$ cat src/rtl/core_loader.sv
// core_loader: host command sequencer that loads a core's instruction/data memories and drives its reset/run.
module core_loader #(
    parameter int CORE_RST_CYCLES = 4,
    parameter int ADDR_STEP       = 4
) (
    input  logic        clk,
    input  logic        reset,
    input  logic [31:0] s_data,
    input  logic        s_valid,
    output logic        s_ready,
    output logic [31:0] insn_addr,
    output logic [31:0] insn_din,
    output logic        insn_we,
    output logic [31:0] data_addr,
    output logic [31:0] data_din,
    output logic        data_we,
    output logic        core_reset,
    output logic        run,
    output logic        busy,
    output logic        err,
    output logic [31:0] run_cycles
);
    typedef enum logic [2:0] {IDLE, ADDR, PAYLOAD, CRST, RUNNING} state_t;

    state_t      state_q, state_d;
    logic        tgt_q, tgt_d;
    logic [15:0] cnt_q, cnt_d;
    logic [31:0] addr_q, addr_d;
    logic [31:0] crst_q, crst_d;
    logic        run_q, run_d;
    logic        err_q, err_d;
    logic [31:0] rc_q, rc_d;
    logic [31:0] insn_addr_q, insn_addr_d, insn_din_q, insn_din_d;
    logic [31:0] data_addr_q, data_addr_d, data_din_q, data_din_d;
    logic        insn_we_q, insn_we_d, data_we_q, data_we_d;
    logic        busy_q, busy_d, core_reset_q, core_reset_d;
    logic        acc;
    logic [3:0]  op;
    logic        unused_bits;

    assign unused_bits = ^s_data[27:16];
    // s_ready is gated by reset so it reads 0 while reset is held
    assign s_ready = reset && state_q != CRST;
    assign acc     = s_valid && s_ready;
    assign op      = s_data[31:28];

    always_comb begin
        state_d      = state_q;
        tgt_d        = tgt_q;
        cnt_d        = cnt_q;
        addr_d       = addr_q;
        crst_d       = crst_q;
        run_d        = run_q;
        err_d        = err_q;
        rc_d         = (run_q && rc_q != '1) ? rc_q + 32'd1 : rc_q;
        insn_addr_d  = insn_addr_q;
        insn_din_d   = insn_din_q;
        data_addr_d  = data_addr_q;
        data_din_d   = data_din_q;
        insn_we_d    = 1'b0;
        data_we_d    = 1'b0;
        case (state_q)
            IDLE, RUNNING: if (acc) begin
                case (op)
                    4'd0: ;
                    4'd1, 4'd2: begin
                        state_d = ADDR;
                        tgt_d   = op == 4'd2;
                        cnt_d   = s_data[15:0];
                        run_d   = 1'b0;
                    end
                    4'd3: begin
                        state_d = CRST;
                        run_d   = 1'b0;
                        rc_d    = '0;
                        crst_d  = 32'(CORE_RST_CYCLES - 1);
                    end
                    4'd4: begin
                        state_d = IDLE;
                        run_d   = 1'b0;
                    end
                    4'd5: err_d = 1'b0;
                    default: err_d = 1'b1;
                endcase
            end
            ADDR: if (acc) begin
                addr_d  = s_data;
                state_d = (cnt_q == 16'd0) ? IDLE : PAYLOAD;
            end
            PAYLOAD: if (acc) begin
                insn_addr_d = tgt_q ? insn_addr_q : addr_q;
                insn_din_d  = tgt_q ? insn_din_q : s_data;
                insn_we_d   = !tgt_q;
                data_addr_d = tgt_q ? addr_q : data_addr_q;
                data_din_d  = tgt_q ? s_data : data_din_q;
                data_we_d   = tgt_q;
                addr_d      = addr_q + 32'(ADDR_STEP);
                cnt_d       = cnt_q - 16'd1;
                state_d     = (cnt_q == 16'd1) ? IDLE : PAYLOAD;
            end
            CRST: begin
                state_d = (crst_q == 32'd0) ? RUNNING : CRST;
                run_d   = crst_q == 32'd0;
                crst_d  = (crst_q == 32'd0) ? crst_q : crst_q - 32'd1;
            end
            default: state_d = IDLE;
        endcase
        busy_d       = state_d inside {ADDR, PAYLOAD, CRST};
        core_reset_d = state_d == CRST;
    end

    always_ff @(posedge clk) begin
        if (!reset) begin
            state_q      <= IDLE;
            tgt_q        <= 1'b0;
            cnt_q        <= '0;
            addr_q       <= '0;
            crst_q       <= '0;
            run_q        <= 1'b0;
            err_q        <= 1'b0;
            rc_q         <= '0;
            insn_addr_q  <= '0;
            insn_din_q   <= '0;
            data_addr_q  <= '0;
            data_din_q   <= '0;
            insn_we_q    <= 1'b0;
            data_we_q    <= 1'b0;
            busy_q       <= 1'b0;
            core_reset_q <= 1'b0;
        end else begin
            state_q      <= state_d;
            tgt_q        <= tgt_d;
            cnt_q        <= cnt_d;
            addr_q       <= addr_d;
            crst_q       <= crst_d;
            run_q        <= run_d;
            err_q        <= err_d;
            rc_q         <= rc_d;
            insn_addr_q  <= insn_addr_d;
            insn_din_q   <= insn_din_d;
            data_addr_q  <= data_addr_d;
            data_din_q   <= data_din_d;
            insn_we_q    <= insn_we_d;
            data_we_q    <= data_we_d;
            busy_q       <= busy_d;
            core_reset_q <= core_reset_d;
        end
    end

    assign insn_addr  = insn_addr_q;
    assign insn_din   = insn_din_q;
    assign insn_we    = insn_we_q;
    assign data_addr  = data_addr_q;
    assign data_din   = data_din_q;
    assign data_we    = data_we_q;
    assign core_reset = core_reset_q;
    assign run        = run_q;
    assign busy       = busy_q;
    assign err        = err_q;
    assign run_cycles = rc_q;
endmodule
$ cat config.mk
export PLATFORM = sky130hd
export DESIGN_NAME = core_loader
export DESIGN_NICKNAME = d
export VERILOG_FILES = /design/src/rtl/core_loader.sv
export SDC_FILE = /design/constraint.sdc
export NUM_CORES = 1
export LEC_CHECK = 0
export CAP_MARGIN = 10
export CORE_UTILIZATION = 57
export CTS_CLUSTER_SIZE = 40
export DETAILED_ROUTE_END_ITERATION = 6
export PLACE_DENSITY_LB_ADDON = 0.05
export SYNTH_ARGS = -nofsm -noshare
export SYNTH_HDL_FRONTEND = slang
export SYNTH_SLANG_ARGS = --single-unit
$ cat constraint.sdc
create_clock -name clk -period 3.4 [get_ports clk]
set_input_delay 0.68 -clock clk [delete_from_list [all_inputs] [get_ports clk]]
set_output_delay 0.68 -clock clk [all_outputs]
set_load 0.005 [all_outputs]
==> results.md, run 1 <==
- Run status: finished clean
- Area share of and/or/nand/nor cells after synthesis: 27.4%
- # hold bufs at CTS: 0
- # diodes: 0
- Post-Synth XOR/XNOR Area: 0.310%
- Seq pwr share: 47.4%
- RePlAce Congestion: 0.885
- CTS sink count: 250
- Share of layout cells above drive strength 1: 7.86%
- Skew-Pair Late Insertion Delay: 0.53 ns
- Sw Share: 22.7%
- DIE AREA: 0.0204 sq mm
- Clock network power share: 46.8%
- Sequential share of the synthesized area: 44.3%
- CORE AREA: 0.0195 sq mm
- Area grow syn2layout: 27.2%
- WP data required: 3.83 ns
- Metal-1 WL: 13.5 mm
- Syn avg cell area: 7.88 sq um
- Worst reg2reg setup slack: 0.50 ns
- Combinational Power Share: 5.7%
- Avg Vias per Cell: 5.94
- Yosys reg bits: 250
- Nets: 1639
- IO Port Bufs: 201
- Post_cts resized: 0
- Pwr/cell area: 436 mW/mm^2
- Setup WS pre-CTS: 0.244 ns
- Hpwl dp: 20.5 mm
- Largest stage delay on the critical path: 0.84 ns
- Top sig layer: met4
- Max VDD drop: 0.366 mV
- Setup CP Type: flop to flop
- Min-Delay Path Depth: 2
- Fin crit share: 85.2%
- Number of synthesis warnings: 0
- Syn Inst Count: 1433
- Final hold vios: 0
- Least-Margin Pin Slew: 1.03 ns
- Starting Density: 58.0%
- Post-synth EDFFs: 0
- Height of the die: 143 um
- Ys async rst share: 0%
- WP data arrival: 3.32 ns
- Initial antenna violation count: 0
- Final Setup Violations: 0
- Max Buffers Root-to-Sink: 3
- Rows: 51
- P_sw: 0.00142 W
- Hold Crit Class: flop to flop
- Worst reg2reg path endpoint: crst_q[23]
- Max Slew Vio Count: 0
- Internal Pwr Total: 0.00483 W
- Synth Area in Adders: 0.776%
- Post-DR wirelength/cell: 16.5 um
- DP Cell Count: 1833
- CP Cell Sequence: or4_4 -> or3_1 -> nor4_2 -> buf_4 -> nor4_1 -> o21a_1
- Synth Area in Compound Gates: 20.7%
- Drt initial violations: 921
- Syn_nets: 1475
- Slowest cell on crit path: nor4_2
- FMAX: 0.345 GHz
- Startpoint types: flop
- Commonest non-fill, non-tap cell in the layout: nand2_1
- Top FF cell, synth: dfxtp_1
- Mux cell area share after synthesis: 2.04%
- Met2 WL: 14.6 mm
- Setup WS post-layout: 0.502 ns
- Setup Fix Bufs, Post-CTS: 0
- DRT antenna net count: 0
- Critical Path Sink Type: flop
- Root buf cell: clkbuf_16
- Die Span X: 143 um
- WHS Endpoint: data_din[5]
- Minimum clock period: 2.90 ns
- GRT Total Usage: 30.0%
- Critical path fanouts, max: 13
- Total congestion overflow: 0
- Hold path startpoint: data_din[5]
- MaxCap Viol Count: 0
- R2R cell count: 6
- DRT Pass-1 Iters: 5
- Synth cell types: 74
- Skew final: 0.00990 ns
- Routed WL: 31.0 mm
- TritonCTS clock tree: built
- Largest net degree at the start of global routing: 163
- Worst-path clk slew: 0.06 ns
- Drt drc: 0
- DP Area: 0.0135 sq mm
- Global-route wire length before repair: 49.9 mm
- Static Leak: 4.82 nW
- CTS HTree Levels: 1
- Vias in the first global route: 9989
- RSZ-0062 raised after global routing: false
- Most frequent cells in the layout: nand2_1, dfxtp_1, a21oi_1
- Mapped cell area: 0.0113 sq mm
- Largest family of logic cells by synthesized area: simple AND/OR/NAND/NOR gates
- R2r startpoint: crst_q[15]
- Relative slew slack: 30.6%
- I/O Pins: 202
- Via count: 11.2k
- Fin cells: 1881
- TritonCTS buffer count: 27
- Setup tns final: 0 ns
- Finished Cell Area: 0.0144 sq mm
- DR WL met3: 2.18 mm
worst max-delay path: cells and delay by family, from the launching register on:
family                 cells  cell delay (ns)
AND/OR/NAND/NOR            4             1.95
flip-flops                 1             0.35
buffers and inverters      1             0.30
AO/OA/AOI/OAI              1             0.19
layout make-up:
cell class	count	area (sq um)
flip-flops and latches	250	5000
repair buffers	235	2290
clock inverters	11	138
well taps	265	332
clock buffers	37	743
inverters	13	51.3
fillers	1550	5100
multi-input cells	1070	5800
cells in the mapped netlist, types with 7 or more instances:
library cell    n  area [sq um]
or2_2          14          87.6
nand4_1        20           125
and3_1          9          56.3
or3_1          34           213
o31ai_1        16           120
and4_1         13           114
or4_1          12          90.1
buf_2          21           105
a211oi_1       13          97.6
nor3_1         17          85.1
nand3_1        35           175
o21a_1          7          52.6
a31oi_1        10          62.6
inv_1          12          45.0
dfxtp_1       250          5000
nor3b_1         8          60.1
mux2i_1        23           230
clkbuf_1       70           263
a21oi_1       216          1080
nand2b_1        7          43.8
o21ai_0        70           350
nor2_1         66           248
nand2_1       353          1330
ha_1            7          87.6
nor4_1         20           125
how the worst max path moves through the flow:
| stage | start | end | slack [ns] | cells past startpoint |
|---|---|---|---|---|
| after floorplan | s_data[30] | run_cycles[0] | 0.94 | 6 |
| after global placement | s_data[30] | crst_q[2] | 0.30 | 7 |
| after detailed placement | s_data[30] | crst_q[2] | 0.24 | 7 |
| after CTS | crst_q[15] | crst_q[23] | 0.51 | 6 |
| after global routing | crst_q[15] | crst_q[17] | 0.35 | 6 |
| final | crst_q[15] | crst_q[23] | 0.50 | 6 |
state kept, by name, indices dropped and copies added (netlist names):
signal and cells:
insn_addr 32, cnt_q 16, addr_q 32, data_din 32, err 1, busy 1, crst_q 32, run_cycles 32
data_addr 32, insn_din 32, insn_we 1, core_reset 1, run 1, data_we 1, tgt_q 1, state_q 3
cell families (layout without fill, tap and decap cells):
family | count (synthesis) | count (layout)
AOI/OAI and AO/OA | 394 | 394
xor gates and xnor gates | 4 | 4
adders and majority gates | 7 | 7
buffers and inverters | 113 | 296
DFF | 250 | 250
muxes | 23 | 23
and+or+nand+nor | 642 | 642
per-layer routing:
metal	track usage [%]	up-vias
met5	0	-
met4	8.94	0
met2	49.5	383
li1	-	5436
met3	4.19	43
met1	40.6	5303
power groups by stage:
stage	Sequential, W	Combinational (W)	Clock, W
after global placement	0.00303	0.000347	0
final	0.00297	0.000358	0.00293
after global routing	0.00297	0.000390	0.00310
after detailed placement	0.00303	0.000351	0
after CTS	0.00297	0.000353	0.00297
after floorplan	0.00302	0.000236	0
through the flow:
step	util (%)	total power (W)	hold slack, ns
3_3_place_gp	69.3	0.00338	0.441
4_1_cts	73.8	0.00629	0.453
2_1_floorplan	-	0.00326	0.440
5_1_grt	73.8	0.00646	0.469
3_5_place_dp	69.3	0.00338	0.446
6_report	73.8	0.00626	0.452
(Power assumes the default switching activity.)
==> inputs of run 2 (changes only) <==
--- a/config.mk
+++ b/config.mk
@@ -6,10 +6,12 @@
 export NUM_CORES = 1
 export LEC_CHECK = 0
 export CAP_MARGIN = 10
-export CORE_UTILIZATION = 57
+export CORE_ASPECT_RATIO = 0.7
+export CORE_UTILIZATION = 40
 export CTS_CLUSTER_SIZE = 40
 export DETAILED_ROUTE_END_ITERATION = 6
 export PLACE_DENSITY_LB_ADDON = 0.05
+export REMOVE_ABC_BUFFERS = 1
 export SYNTH_ARGS = -nofsm -noshare
 export SYNTH_HDL_FRONTEND = slang
 export SYNTH_SLANG_ARGS = --single-unit
==> results.md, run 2 (synthesized netlist as in run 1, its figures left out) <==
- Hold Crit Class: flop to flop
- Setup tns final: 0 ns
- Final Setup Violations: 0
- Run status: finished clean
- DRT Pass-1 Iters: 5
- Height of the die: 143 um
- Max Slew Vio Count: 0
- TritonCTS buffer count: 26
- CP startpoint: crst_q[15]
- CP endpoint: crst_q[13]
- # hold bufs at CTS: 0
- TritonCTS clock tree: built
- Area grow syn2layout: 28.5%
- R2r startpoint: crst_q[15]
- Worst reg2reg setup slack: 0.50 ns
- Fin cells: 1989
- Minimum clock period: 2.90 ns
- # diodes: 0
- Via count: 10.9k
- FMAX: 0.344 GHz
- RSZ-0062 raised after global routing: false
- Max VDD drop: 0.319 mV
- Most frequent cells in the layout: nand2_1, dfxtp_1, a21oi_1
- Drt initial violations: 660
- Die Span X: 203 um
- Setup CP Type: flop to flop
- Initial antenna violation count: 0
- Commonest non-fill, non-tap cell in the layout: nand2_1
- Startpoint types: flop
- Nets: 1643
- Routed WL: 34.2 mm
- GRT Total Usage: 23.0%
- Max Buffers Root-to-Sink: 3
- Worst reg2reg path endpoint: crst_q[13]
- Skew-Pair Late Insertion Delay: 0.54 ns
- Critical path fanouts, max: 12
- Least-Margin Pin Slew: 1.12 ns
- Post_cts resized: 0
- Static Leak: 4.81 nW
- Skew final: 0.0108 ns
- MaxCap Viol Count: 0
- I/O Pins: 202
- CORE AREA: 0.0278 sq mm
- Rows: 51
- DRT antenna net count: 0
- Total congestion overflow: 0
- Vias in the first global route: 9797
- Final Util: 52.3%
- Share of layout cells above drive strength 1: 7.91%
- Relative slew slack: 25.4%
- CTS sink count: 250
- Starting Density: 40.7%
- CTS HTree Levels: 1
- Final hold vios: 0
- Avg Vias per Cell: 5.49
- DIE AREA: 0.0289 sq mm
- RePlAce Congestion: 0.799
- Root buf cell: clkbuf_16
- Drt drc: 0
- Post-DR wirelength/cell: 17.2 um
- Pwr/cell area: 429 mW/mm^2
- Global-route wire length before repair: 54.0 mm
- DP Cell Count: 1944
- Worst-path clk slew: 0.06 ns
- WP data arrival: 3.32 ns
- IO Port Bufs: 201
- WP data required: 3.82 ns
- Largest net degree at the start of global routing: 100
- Hold Worst Slack: 0.453 ns
- Setup Fix Bufs, Post-CTS: 0
- R2R cell count: 6
- Fin crit share: 85.4%
- Hpwl dp: 23.0 mm
- Critical Path Sink Type: flop
-- run 2: cell types whose count changed in the layout (fill, tap and decap cells not counted), sizes merged --
cell,previous run,this run
bufinv,3,2
clkbuf,37,40
inv,15,13
clkinv,6,2
buf,34,39
clkinvlp,0,1
-- run 2: routing by layer --
| layer | part of all wire, % | up-vias | track usage, % |
|---|---|---|---|
| li1 | - | 5429 | - |
| met1 | 52 | 5163 | 35.4 |
| met2 | 41 | 285 | 33.0 |
| met3 | 5.7 | 42 | 4.21 |
| met4 | 1.5 | 0 | 4.27 |
| met5 | 0 | - | 0 |
-- run 2: final cells by class --
cell class | instances | area [sq um]
fill | 2692 | 13300
multi-input combinational | 1070 | 5800
sequential | 250 | 5000
timing repair buffer | 240 | 2330
clock buffer | 40 | 774
tap | 371 | 464
clock inverter | 5 | 77.6
inverter | 13 | 53.8
-- run 2: worst min path at each step --
stage                                to          start  cells after the start
final                       insn_din[9]    insn_din[9]                      2
after global routing      insn_addr[12]  insn_addr[12]                      2
after CTS                   insn_din[9]    insn_din[9]                      2
after detailed placement    insn_din[9]    insn_din[9]                      2
after global placement     data_din[25]   data_din[25]                      2
after floorplan              crst_q[18]     crst_q[18]                      2
-- run 2: metrics by stage --
| stage | worst slack [ns] | instance area [sq um] | power [W] |
|---|---|---|---|
| floorplan | -0.711 | 10800 | 0.00322 |
| global placement | 0.269 | 13700 | 0.00339 |
| detailed placement | 0.247 | 13700 | 0.00339 |
| CTS | 0.448 | 14500 | 0.00629 |
| global route | 0.396 | 14500 | 0.00644 |
| finish | 0.497 | 14500 | 0.00622 |
-- run 2: where the power goes --
part | internal [W] | switching, W | leakage [nW]
Clock | 0.00171 | 0.00117 | 0.414
Sequential | 0.00295 | 0.0000214 | 2.01
Combinational | 0.000134 | 0.000234 | 2.38
Total | 0.00479 | 0.00143 | 4.81
-- run 2: critical path, stage by stage (launching register included) --
cell and delay, ns:
dfxtp_1 0.35, or4_4 0.58, or3_1 0.48, nor4_2 0.84, buf_4 0.32, nor4_1 0.08, mux2i_1 0.13
